$ cat src/rtl/ref_level_tracker_if.sv
// ----------------------------------------------------------------------------
// ref_level_tracker_if
//
// Groups the symbol-rate control/data inputs and the published estimates of
// ref_level_tracker into one bundle. clk and reset stay plain ports on the
// module itself.
//
//   master modport (driver / consumer side):
//     out: clk_en, start, hold, clear, dec_var
//     in : ref_level, avg_power, est_valid, locked, sym_cnt
//   slave modport (ref_level_tracker side): the same signals, reversed.
// ----------------------------------------------------------------------------
interface ref_level_tracker_if #(
    parameter int DATA_W   = 18,
    parameter int WIN_LOG2 = 10
);
    logic                       clk_en;     // one dec_var sample per asserted cycle
    logic                       start;      // IDLE -> ACQ request
    logic                       hold;       // freeze accumulation and window counter
    logic                       clear;      // drop the current partial window
    logic signed [DATA_W-1:0]   dec_var;    // decision variable, 1s(DATA_W-1)
    logic signed [DATA_W-1:0]   ref_level;  // slicer reference, never negative
    logic signed [DATA_W-1:0]   avg_power;  // power estimate, 1s(DATA_W-1)
    logic                       est_valid;  // one-clk pulse when avg_power updates
    logic                       locked;     // first full window has completed
    logic        [WIN_LOG2-1:0] sym_cnt;    // symbols in the current window

    modport master (
        output clk_en, start, hold, clear, dec_var,
        input  ref_level, avg_power, est_valid, locked, sym_cnt
    );

    modport slave (
        input  clk_en, start, hold, clear, dec_var,
        output ref_level, avg_power, est_valid, locked, sym_cnt
    );
endinterface

$ cat src/rtl/ref_level_tracker.sv
// ----------------------------------------------------------------------------
// ref_level_tracker
//
// Slicer reference generator for the demodulator back end. Averages |dec_var|
// over self-sequenced windows of 2^WIN_LOG2 symbols, publishes the window mean
// as ref_level, and derives an average-power estimate
// (ref_level^2 * POWER_SCALE) through a two-stage registered multiply pipeline
// that strobes est_valid when avg_power changes.
//
// Ports:
//   clk    in   system clock
//   reset  in   synchronous, active-high; clears all state
//   bus    slave modport of ref_level_tracker_if:
//            clk_en, start, hold, clear, dec_var      (in)
//            ref_level, avg_power, est_valid, locked,
//            sym_cnt                                  (out)
//
// Optional build macro: REF_LEVEL_EMA_EN
//   Undefined (default): ref_level loads the window mean every window.
//   Defined: ref_level follows the window mean through a first-order
//            smoother with gain 2^-ALPHA_LOG2; the first window in ACQ loads
//            the mean directly so lock-in is not slowed down.
// ----------------------------------------------------------------------------
module ref_level_tracker #(
    parameter int                        DATA_W      = 18,
    parameter int                        WIN_LOG2    = 10,
    // Gain in 2s(DATA_W-2) format; the default is 1.25 (4-ASK).
    parameter logic signed [DATA_W-1:0]  POWER_SCALE = 18'sd81920,
    parameter int                        ALPHA_LOG2  = 3
) (
    input  logic               clk,
    input  logic               reset,
    ref_level_tracker_if.slave bus
);
    localparam int ACC_W = DATA_W + WIN_LOG2;
    localparam logic [DATA_W-1:0] MAG_MAX  = {1'b0, {(DATA_W-1){1'b1}}};
    localparam logic [DATA_W-1:0] MOST_NEG = {1'b1, {(DATA_W-1){1'b0}}};

    typedef enum logic [1:0] {
        ST_IDLE,
        ST_ACQ,
        ST_TRACK
    } state_t;

    // Control / accumulation state
    state_t                     state_q, state_d;
    logic        [ACC_W-1:0]    acc_q, acc_d;
    logic        [WIN_LOG2-1:0] sym_cnt_q, sym_cnt_d;
    logic signed [DATA_W-1:0]   ref_level_q, ref_level_d;
    logic                       locked_q, locked_d;
    logic                       ref_upd_q, ref_upd_d;   // ref_level was written on this edge

    // Power pipeline
    logic signed [DATA_W-1:0]   sq_q;
    logic                       sq_vld_q;
    logic signed [DATA_W-1:0]   avg_power_q;
    logic                       est_valid_q;

    // Datapath
    logic        [DATA_W-1:0]   mag;
    logic        [ACC_W-1:0]    acc_sum;
    logic        [DATA_W-1:0]   new_ref;
    logic        [DATA_W-1:0]   ref_next;
    logic                       advance;
    logic                       accumulate;
    logic                       win_end;
    logic signed [2*DATA_W-1:0] sq_full;
    logic signed [2*DATA_W-1:0] pwr_full;
    logic                       unused_bits;

    // Saturating magnitude: the most-negative code has no positive twin.
    always_comb begin
        if (bus.dec_var == MOST_NEG) begin
            mag = MAG_MAX;
        end else if (bus.dec_var[DATA_W-1]) begin
            mag = DATA_W'(-bus.dec_var);
        end else begin
            mag = bus.dec_var;
        end
    end

    // clear and hold both suppress the sample; everything except the power
    // pipeline moves only on symbol-rate cycles.
    assign advance    = bus.clk_en && !bus.clear && !bus.hold;
    assign accumulate = advance && (state_q != ST_IDLE);
    assign win_end    = accumulate && (sym_cnt_q == '1);

    // Window sum including the sample on this edge. The worst case
    // (2^WIN_LOG2 * (2^(DATA_W-1)-1)) fits ACC_W, so the top DATA_W bits are
    // the mean and the MSB of new_ref is always zero.
    assign acc_sum = acc_q + ACC_W'(mag);
    assign new_ref = acc_sum[ACC_W-1:WIN_LOG2];

`ifdef REF_LEVEL_EMA_EN
    logic signed [DATA_W:0] ema_base;
    logic signed [DATA_W:0] ema_diff;
    logic signed [DATA_W:0] ema_step;
    logic signed [DATA_W:0] ema_sum;
    logic        [DATA_W-1:0] ema_sat;

    // One extra bit of headroom so the difference never wraps; the shift
    // gets its own signed variable so it stays arithmetic.
    always_comb begin
        ema_base = {ref_level_q[DATA_W-1], ref_level_q};
        ema_diff = {1'b0, new_ref} - ema_base;
        ema_step = ema_diff >>> ALPHA_LOG2;
        ema_sum  = ema_base + ema_step;
        if (ema_sum[DATA_W]) begin
            ema_sat = '0;
        end else if (ema_sum[DATA_W-1]) begin
            ema_sat = MAG_MAX;
        end else begin
            ema_sat = ema_sum[DATA_W-1:0];
        end
        ref_next = (state_q == ST_ACQ) ? new_ref : ema_sat;
    end
`else
    assign ref_next = new_ref;
`endif

    // NOTE: every variable driven here gets a default before any branch, so
    // no path leaves a value unassigned and no latch is inferred.
    always_comb begin
        state_d     = state_q;
        acc_d       = acc_q;
        sym_cnt_d   = sym_cnt_q;
        ref_level_d = ref_level_q;
        locked_d    = locked_q;
        ref_upd_d   = 1'b0;

        if (bus.clk_en && bus.clear) begin
            acc_d     = '0;
            sym_cnt_d = '0;
        end else if (advance) begin
            case (state_q)
                ST_IDLE: begin
                    if (bus.start) begin
                        state_d = ST_ACQ;
                    end
                end
                ST_ACQ, ST_TRACK: begin
                    if (win_end) begin
                        acc_d       = '0;
                        sym_cnt_d   = '0;
                        ref_level_d = ref_next;
                        ref_upd_d   = 1'b1;
                        if (state_q == ST_ACQ) begin
                            state_d  = ST_TRACK;
                            locked_d = 1'b1;
                        end
                    end else begin
                        acc_d     = acc_sum;
                        sym_cnt_d = sym_cnt_q + WIN_LOG2'(1);
                    end
                end
                default: state_d = ST_IDLE;
            endcase
        end
    end

    // Stage operands widened before the multiply so the full product is kept.
    assign sq_full  = (2*DATA_W)'(ref_level_q) * (2*DATA_W)'(ref_level_q);
    assign pwr_full = (2*DATA_W)'(sq_q) * (2*DATA_W)'(POWER_SCALE);

    // Guard and fraction bits dropped by the format conversions.
    assign unused_bits = ^{sq_full[2*DATA_W-1], sq_full[DATA_W-2:0],
                           pwr_full[2*DATA_W-1:2*DATA_W-2], pwr_full[DATA_W-3:0]};

    // NOTE: registers are written with non-blocking assignments so every
    // flop samples pre-edge values, independent of statement order.
    always_ff @(posedge clk) begin
        if (reset) begin
            state_q     <= ST_IDLE;
            acc_q       <= '0;
            sym_cnt_q   <= '0;
            ref_level_q <= '0;
            locked_q    <= 1'b0;
            ref_upd_q   <= 1'b0;
            sq_q        <= '0;
            sq_vld_q    <= 1'b0;
            avg_power_q <= '0;
            est_valid_q <= 1'b0;
        end else begin
            state_q     <= state_d;
            acc_q       <= acc_d;
            sym_cnt_q   <= sym_cnt_d;
            ref_level_q <= ref_level_d;
            locked_q    <= locked_d;
            ref_upd_q   <= ref_upd_d;

            // Free-running pipeline: an update in flight completes whatever
            // clk_en, hold or clear do.
            sq_vld_q    <= ref_upd_q;
            if (ref_upd_q) begin
                sq_q <= sq_full[2*DATA_W-2:DATA_W-1];          // 2s34 -> 1s17
            end
            est_valid_q <= sq_vld_q;
            if (sq_vld_q) begin
                avg_power_q <= pwr_full[2*DATA_W-3:DATA_W-2];  // 3s33 -> 1s17
            end
        end
    end

    assign bus.ref_level = ref_level_q;
    assign bus.avg_power = avg_power_q;
    assign bus.est_valid = est_valid_q;
    assign bus.locked    = locked_q;
    assign bus.sym_cnt   = sym_cnt_q;

endmodule

$ cat src/flat_wrapper.sv
// flat-port wrapper written by rule: the top's interface ports become plain ports
module ref_level_tracker_flat 
#(
    parameter int                        DATA_W      = 18,
    parameter int                        WIN_LOG2    = 10,
                                                                
    parameter logic signed [DATA_W-1:0]  POWER_SCALE = 18'sd81920,
    parameter int                        ALPHA_LOG2  = 3
)
  (clk, reset, bus_clk_en, bus_start, bus_hold, bus_clear, bus_dec_var, bus_ref_level, bus_avg_power, bus_est_valid, bus_locked, bus_sym_cnt);
  ref_level_tracker_if #(.DATA_W(DATA_W), .WIN_LOG2(WIN_LOG2)) bus_i ();
  input  logic clk;
  input  logic reset;
  input wire logic [$bits(bus_i.clk_en)-1:0] bus_clk_en;
  input wire logic [$bits(bus_i.start)-1:0] bus_start;
  input wire logic [$bits(bus_i.hold)-1:0] bus_hold;
  input wire logic [$bits(bus_i.clear)-1:0] bus_clear;
  input wire logic [$bits(bus_i.dec_var)-1:0] bus_dec_var;
  output wire logic [$bits(bus_i.ref_level)-1:0] bus_ref_level;
  output wire logic [$bits(bus_i.avg_power)-1:0] bus_avg_power;
  output wire logic [$bits(bus_i.est_valid)-1:0] bus_est_valid;
  output wire logic [$bits(bus_i.locked)-1:0] bus_locked;
  output wire logic [$bits(bus_i.sym_cnt)-1:0] bus_sym_cnt;
  assign bus_i.clk_en = bus_clk_en;
  assign bus_i.start = bus_start;
  assign bus_i.hold = bus_hold;
  assign bus_i.clear = bus_clear;
  assign bus_i.dec_var = bus_dec_var;
  assign bus_ref_level = bus_i.ref_level;
  assign bus_avg_power = bus_i.avg_power;
  assign bus_est_valid = bus_i.est_valid;
  assign bus_locked = bus_i.locked;
  assign bus_sym_cnt = bus_i.sym_cnt;
  ref_level_tracker #(.DATA_W(DATA_W), .WIN_LOG2(WIN_LOG2), .POWER_SCALE(POWER_SCALE), .ALPHA_LOG2(ALPHA_LOG2)) u_core (.clk(clk), .reset(reset), .bus(bus_i));
endmodule
$ cat config.mk
export PLATFORM = sky130hd
export DESIGN_NAME = ref_level_tracker_flat
export DESIGN_NICKNAME = d
export VERILOG_FILES = /design/src/rtl/ref_level_tracker_if.sv /design/src/rtl/ref_level_tracker.sv /design/src/flat_wrapper.sv
export SDC_FILE = /design/constraint.sdc
export NUM_CORES = 1
export LEC_CHECK = 0
export ABC_CLOCK_PERIOD_IN_PS = 11250
export CAP_MARGIN = 20
export CELL_PAD_IN_SITES_DETAIL_PLACEMENT = 0
export CELL_PAD_IN_SITES_GLOBAL_PLACEMENT = 1
export CORE_ASPECT_RATIO = 0.5
export CORE_MARGIN = 10
export CORE_UTILIZATION = 24
export DETAILED_ROUTE_END_ITERATION = 6
export PLACE_DENSITY = 0.57
export SLEW_MARGIN = 10
export SYNTH_ARGS = -nofsm -noshare
export SYNTH_HDL_FRONTEND = slang
export SYNTH_SLANG_ARGS = --single-unit
$ cat constraint.sdc
create_clock -name clk -period 11.25 [get_ports clk]
set_clock_uncertainty 0.15 [all_clocks]
set_input_delay 2.25 -clock clk [delete_from_list [all_inputs] [get_ports clk]]
set_output_delay 2.25 -clock clk [all_outputs]
set_load 0.02 [all_outputs]
==> summary.md <==
Setup repair after global routing left no endpoint under its margin. Summed over all instances, the cell type with the most area after synthesis is sky130_fd_sc_hd__fa_1. The proportion of layout cells with a drive suffix above 1 is 0.0272. The post-layout minimum cycle time came out at 7.29 ns. The depth of the worst register-to-register path came out at 22.

The final route contains 11878 vias. In the final routed layout, each cell accounts on average for 15.0 um. The maximum vdd ir drop is 0.0714 mV, and the leakage power summed over all cells is 0.00894 uW. The detail route stage leaves a number of antenna-violating nets equal to 0. After technology mapping, the gate count stands at 1871. The height of the die was 204 um; the share of async-settable or async-resettable flops after synthesis was 0.

The largest fanout on the critical path works out to 18. The worst hold path belongs to the class reg -> reg. The number of gates resized after CTS was 0.

Most used flip-flop cell after synthesis: sky130_fd_sc_hd__dfxtp_1. The critical path goes through buf_4 -> inv_1 -> nor2_1 -> fa_1 -> fa_1 -> inv_1 -> fa_1 -> fa_1 -> inv_1 -> fa_1 -> inv_1 -> fa_1 -> inv_1 -> ha_1 -> a21oi_1 -> o21ai_0 -> a2111o_1 -> nor2b_4 -> o21ai_2 -> a31oi_1 -> and4_4 -> a311o_1. A synthesized cell averages 8.72 sq um.

The number of antenna violations at the first check in global routing was 1. After synthesis, the cell types taking the most area are sky130_fd_sc_hd__fa_1 (36%), sky130_fd_sc_hd__dfxtp_1 (12%), sky130_fd_sc_hd__ha_1 (12%), sky130_fd_sc_hd__inv_1 (10%), sky130_fd_sc_hd__nand2_1 (4.4%). Ranked by instance count, the synthesized netlist is headed by sky130_fd_sc_hd__inv_1 (452), sky130_fd_sc_hd__fa_1 (290), sky130_fd_sc_hd__nand2_1 (192). The most critical setup path has its startpoint at u_core.bus.ref_level[9]$_SDFFE_PP0P_.

The tools report the count of yosys warnings during synthesis as 0. Clock root buffer: sky130_fd_sc_hd__clkbuf_16. The first global-routing pass estimated 70400 um of wire. The summed negative setup slack over all endpoints came out at 0 ns.

The worst setup path is of the reg -> reg kind. Setup violations remaining at the end of the flow were counted as 0. The area growth from synthesis to layout was 12.2%. The run finished with clean final reports. The half-perimeter wire length after detailed placement was 34400 um. Across the run, the number of max-cap violations was 0. For this run, the slowest stage of the critical path takes 0.60 ns. The worst setup path is captured at a register. The tools report the number of global-route vias before repair as 12883. On the critical path, the stage with the largest delay is an instance of sky130_fd_sc_hd__a2111o_1. Broken down by cell family, the worst path's largest delay share belongs to adder cells. STA classifies the critical path startpoint as a register. The width of the die was 389 um. The global routing usage summed across all routing layers is 0.110.

The total clock sinks was 98. In this run the count of I/O pins placed on the die edge is 72. Entering global routing, the biggest net connects 59 pins. The cell that appears most often on the critical path is sky130_fd_sc_hd__fa_1.

The overall power after layout was 720 uW. In this run the cell area of the synthesized design comes to 16300 sq um. Yosys mapped a number of flops with a built-in enable equal to 0. The number of setup buffers added after CTS is 0, and the worst endpoint data arrival time is 7.39 ns. The tools report the final hold violation count as 0.

The share of the yosys chip area belonging to registers is 0.120, and the proportion of netlist area held by the largest area contributor is 0.356. In this run the standard cell core region covers 67100 sq um. Dividing the detail-routed via count by the number of cells gives 4.23.

The relative slew slack was 0.327. The final clock period utilization by the worst path was 0.648; the number of design-rule violations left by the first detailed-router iteration was 524. After clock tree synthesis, the clock-pin slew on the worst setup and hold paths is 0.07 ns. The run gives 0.137 GHz as the peak clock frequency supported by timing.

The logs give 0 for the diode insertion count for antenna repair and 0 for the number of buffers inserted by hold repair at cts. The critical path runs through a total of 22 cells. By instance count, the leading cell after synthesis is sky130_fd_sc_hd__inv_1. The wire length reported by the detailed router is 42100 um, and the final-report max-slew violation count is 0. For the worst-skew pair, the clock arrives at the later sink with an insertion delay of 0.38 ns.

The logs give 2372 for the number of nets in the layout and 0.772 for the final weighted congestion in routability-driven placement. At the worst endpoint, the required time is 11.35 ns. Before antenna repair, the detailed router went through 5 iterations. The floorplan step defined a die boundary enclosing 79500 sq um. The number of input and output port buffers inserted was 71; the TritonCTS buffer count was 9. TritonCTS built the clock tree. The starting utilization of the core area was 0.243; the total of flip-flops plus latches after synthesis was 98. The count of distinct cell types in the synthesized netlist is 69, and the total overflow reported by the global router is 0.

The number of buffer and inverter instances along the worst setup path was 6; the floorplan row count was 67. The buffer levels on the longest clock path is 2, and the cell area power density is 39.3 nW/um^2. The run gives 3 as the CTS H-tree depth. The tools report the capturing element of the worst setup path as u_core.sq_q[16]$_SDFFE_PP0P_. In this run the critical register-to-register path is launched from u_core.bus.ref_level[9]$_SDFFE_PP0P_. The post-synth net total is 2339, and the minimum setup slack among reg-to-reg paths is 3.96 ns. For this run, design rule violations remaining after detail routing come to 0.

At the pin with the least slew margin, the transition time is 0.998 ns. The endpoint identified for the worst register-to-register timing path is u_core.sq_q[16]$_SDFFE_PP0P_.
## metrics by stage
step / util / hold WS, ns / setup slack, ns / instance area [sq um] / instances
2_1_floorplan: - / 0.286 / 4.81 / 16300 / 1871
3_3_place_gp: 0.269 / 0.290 / 3.99 / 18000 / 2790
3_5_place_dp: 0.269 / 0.295 / 3.85 / 18000 / 2790
4_1_cts: 0.273 / 0.304 / 3.93 / 18300 / 2806
5_1_grt: 0.273 / 0.335 / 3.61 / 18300 / 2806
6_report: 0.273 / 0.301 / 3.96 / 18300 / 2806
## registers in the layout, indices dropped and copies added (netlist names), 2 cells and up
signal,flops
u_core.acc_q,28
u_core.bus.avg_power,18
u_core.bus.ref_level,18
u_core.sq_q,18
u_core.bus.sym_cnt,10
u_core.state_q,2
## how the worst min path moves through the flow
stage                                          start                                     to  slack, ns  cells past startpoint
2_1_floorplan           u_core.acc_q[4]$_SDFFE_PP0P_           u_core.acc_q[4]$_SDFFE_PP0P_       0.29                      2
3_3_place_gp   u_core.bus.ref_level[10]$_SDFFE_PP0P_  u_core.bus.ref_level[10]$_SDFFE_PP0P_       0.29                      2
3_5_place_dp   u_core.bus.ref_level[10]$_SDFFE_PP0P_  u_core.bus.ref_level[10]$_SDFFE_PP0P_       0.30                      2
4_1_cts        u_core.bus.ref_level[10]$_SDFFE_PP0P_  u_core.bus.ref_level[10]$_SDFFE_PP0P_       0.30                      2
5_1_grt        u_core.bus.ref_level[10]$_SDFFE_PP0P_  u_core.bus.ref_level[10]$_SDFFE_PP0P_       0.34                      2
6_report       u_core.bus.ref_level[10]$_SDFFE_PP0P_  u_core.bus.ref_level[10]$_SDFFE_PP0P_       0.30                      2
## layout by cell type, fill, tap and decap left out, types with 3 or more instances in the layout
cell	count
sky130_fd_sc_hd__clkdlybuf4s50_1	70
sky130_fd_sc_hd__fa_1	290
sky130_fd_sc_hd__and3_1	14
sky130_fd_sc_hd__or3_1	14
sky130_fd_sc_hd__a31o_2	3
sky130_fd_sc_hd__xnor2_1	45
sky130_fd_sc_hd__a21o_1	16
sky130_fd_sc_hd__o31ai_1	6
sky130_fd_sc_hd__a22oi_1	9
sky130_fd_sc_hd__o21ai_0	35
sky130_fd_sc_hd__o22ai_1	6
sky130_fd_sc_hd__o211ai_1	5
sky130_fd_sc_hd__nand4_1	13
sky130_fd_sc_hd__and2_1	40
sky130_fd_sc_hd__inv_1	452
sky130_fd_sc_hd__a21oi_1	57
sky130_fd_sc_hd__nor4b_1	3
sky130_fd_sc_hd__nor2_1	122
sky130_fd_sc_hd__a31oi_1	17
sky130_fd_sc_hd__a211oi_1	14
sky130_fd_sc_hd__nand2b_1	13
sky130_fd_sc_hd__or4_1	8
sky130_fd_sc_hd__nor3_1	12
sky130_fd_sc_hd__dfxtp_1	98
sky130_fd_sc_hd__nor2b_1	9
sky130_fd_sc_hd__clkbuf_16	9
sky130_fd_sc_hd__ha_1	154
sky130_fd_sc_hd__buf_4	21
sky130_fd_sc_hd__nand3_1	26
sky130_fd_sc_hd__o21bai_1	9
sky130_fd_sc_hd__mux2i_1	23
sky130_fd_sc_hd__o21a_1	12
sky130_fd_sc_hd__a211o_1	5
sky130_fd_sc_hd__xor2_1	40
sky130_fd_sc_hd__nand2_1	192
## cells by family after synthesis
logic type	synth area share
buffers and inverters	0.121
AOI/OAI and AO/OA	0.0887
xor gates and xnor gates	0.0456
and+or+nand+nor	0.136
DFF	0.120
muxes	0.0148
adders and majority gates	0.474
## power by group
group	switching [uW]	internal, uW	total [uW]
Sequential	0.281	347	347
Clock	157	158	315
Combinational	34.8	23.0	57.8
Total	192	528	720
## metal layers
| layer | GRT usage | share of wire | wire [um] |
|---|---|---|---|
| met1 | 0.155 | 0.51 | 21600 |
| met2 | 0.184 | 0.46 | 19200 |
| met3 | 0.0104 | 0.019 | 818 |
| met4 | 0.0186 | 0.011 | 445 |
| met5 | 0 | 0 | 0 |
## cell type report
| cell class | count | area, sq um |
|---|---|---|
| Inverter | 452 | 1700 |
| Sequential cell | 98 | 1960 |
| Fill cell | 7224 | 48800 |
| Multi-Input combinational cell | 1251 | 12400 |
| Clock inverter | 5 | 36.3 |
| Clock buffer | 11 | 243 |
| Timing Repair Buffer | 92 | 863 |
| Tap cell | 897 | 1120 |
## tightest hold or removal path, stage by stage, from the launching register on
cell and delay [ns]:
sky130_fd_sc_hd__dfxtp_1 0.31, sky130_fd_sc_hd__nand2_1 0.05, sky130_fd_sc_hd__a21oi_1 0.05
No activity file was read; power rests on OpenSTA's default activity.
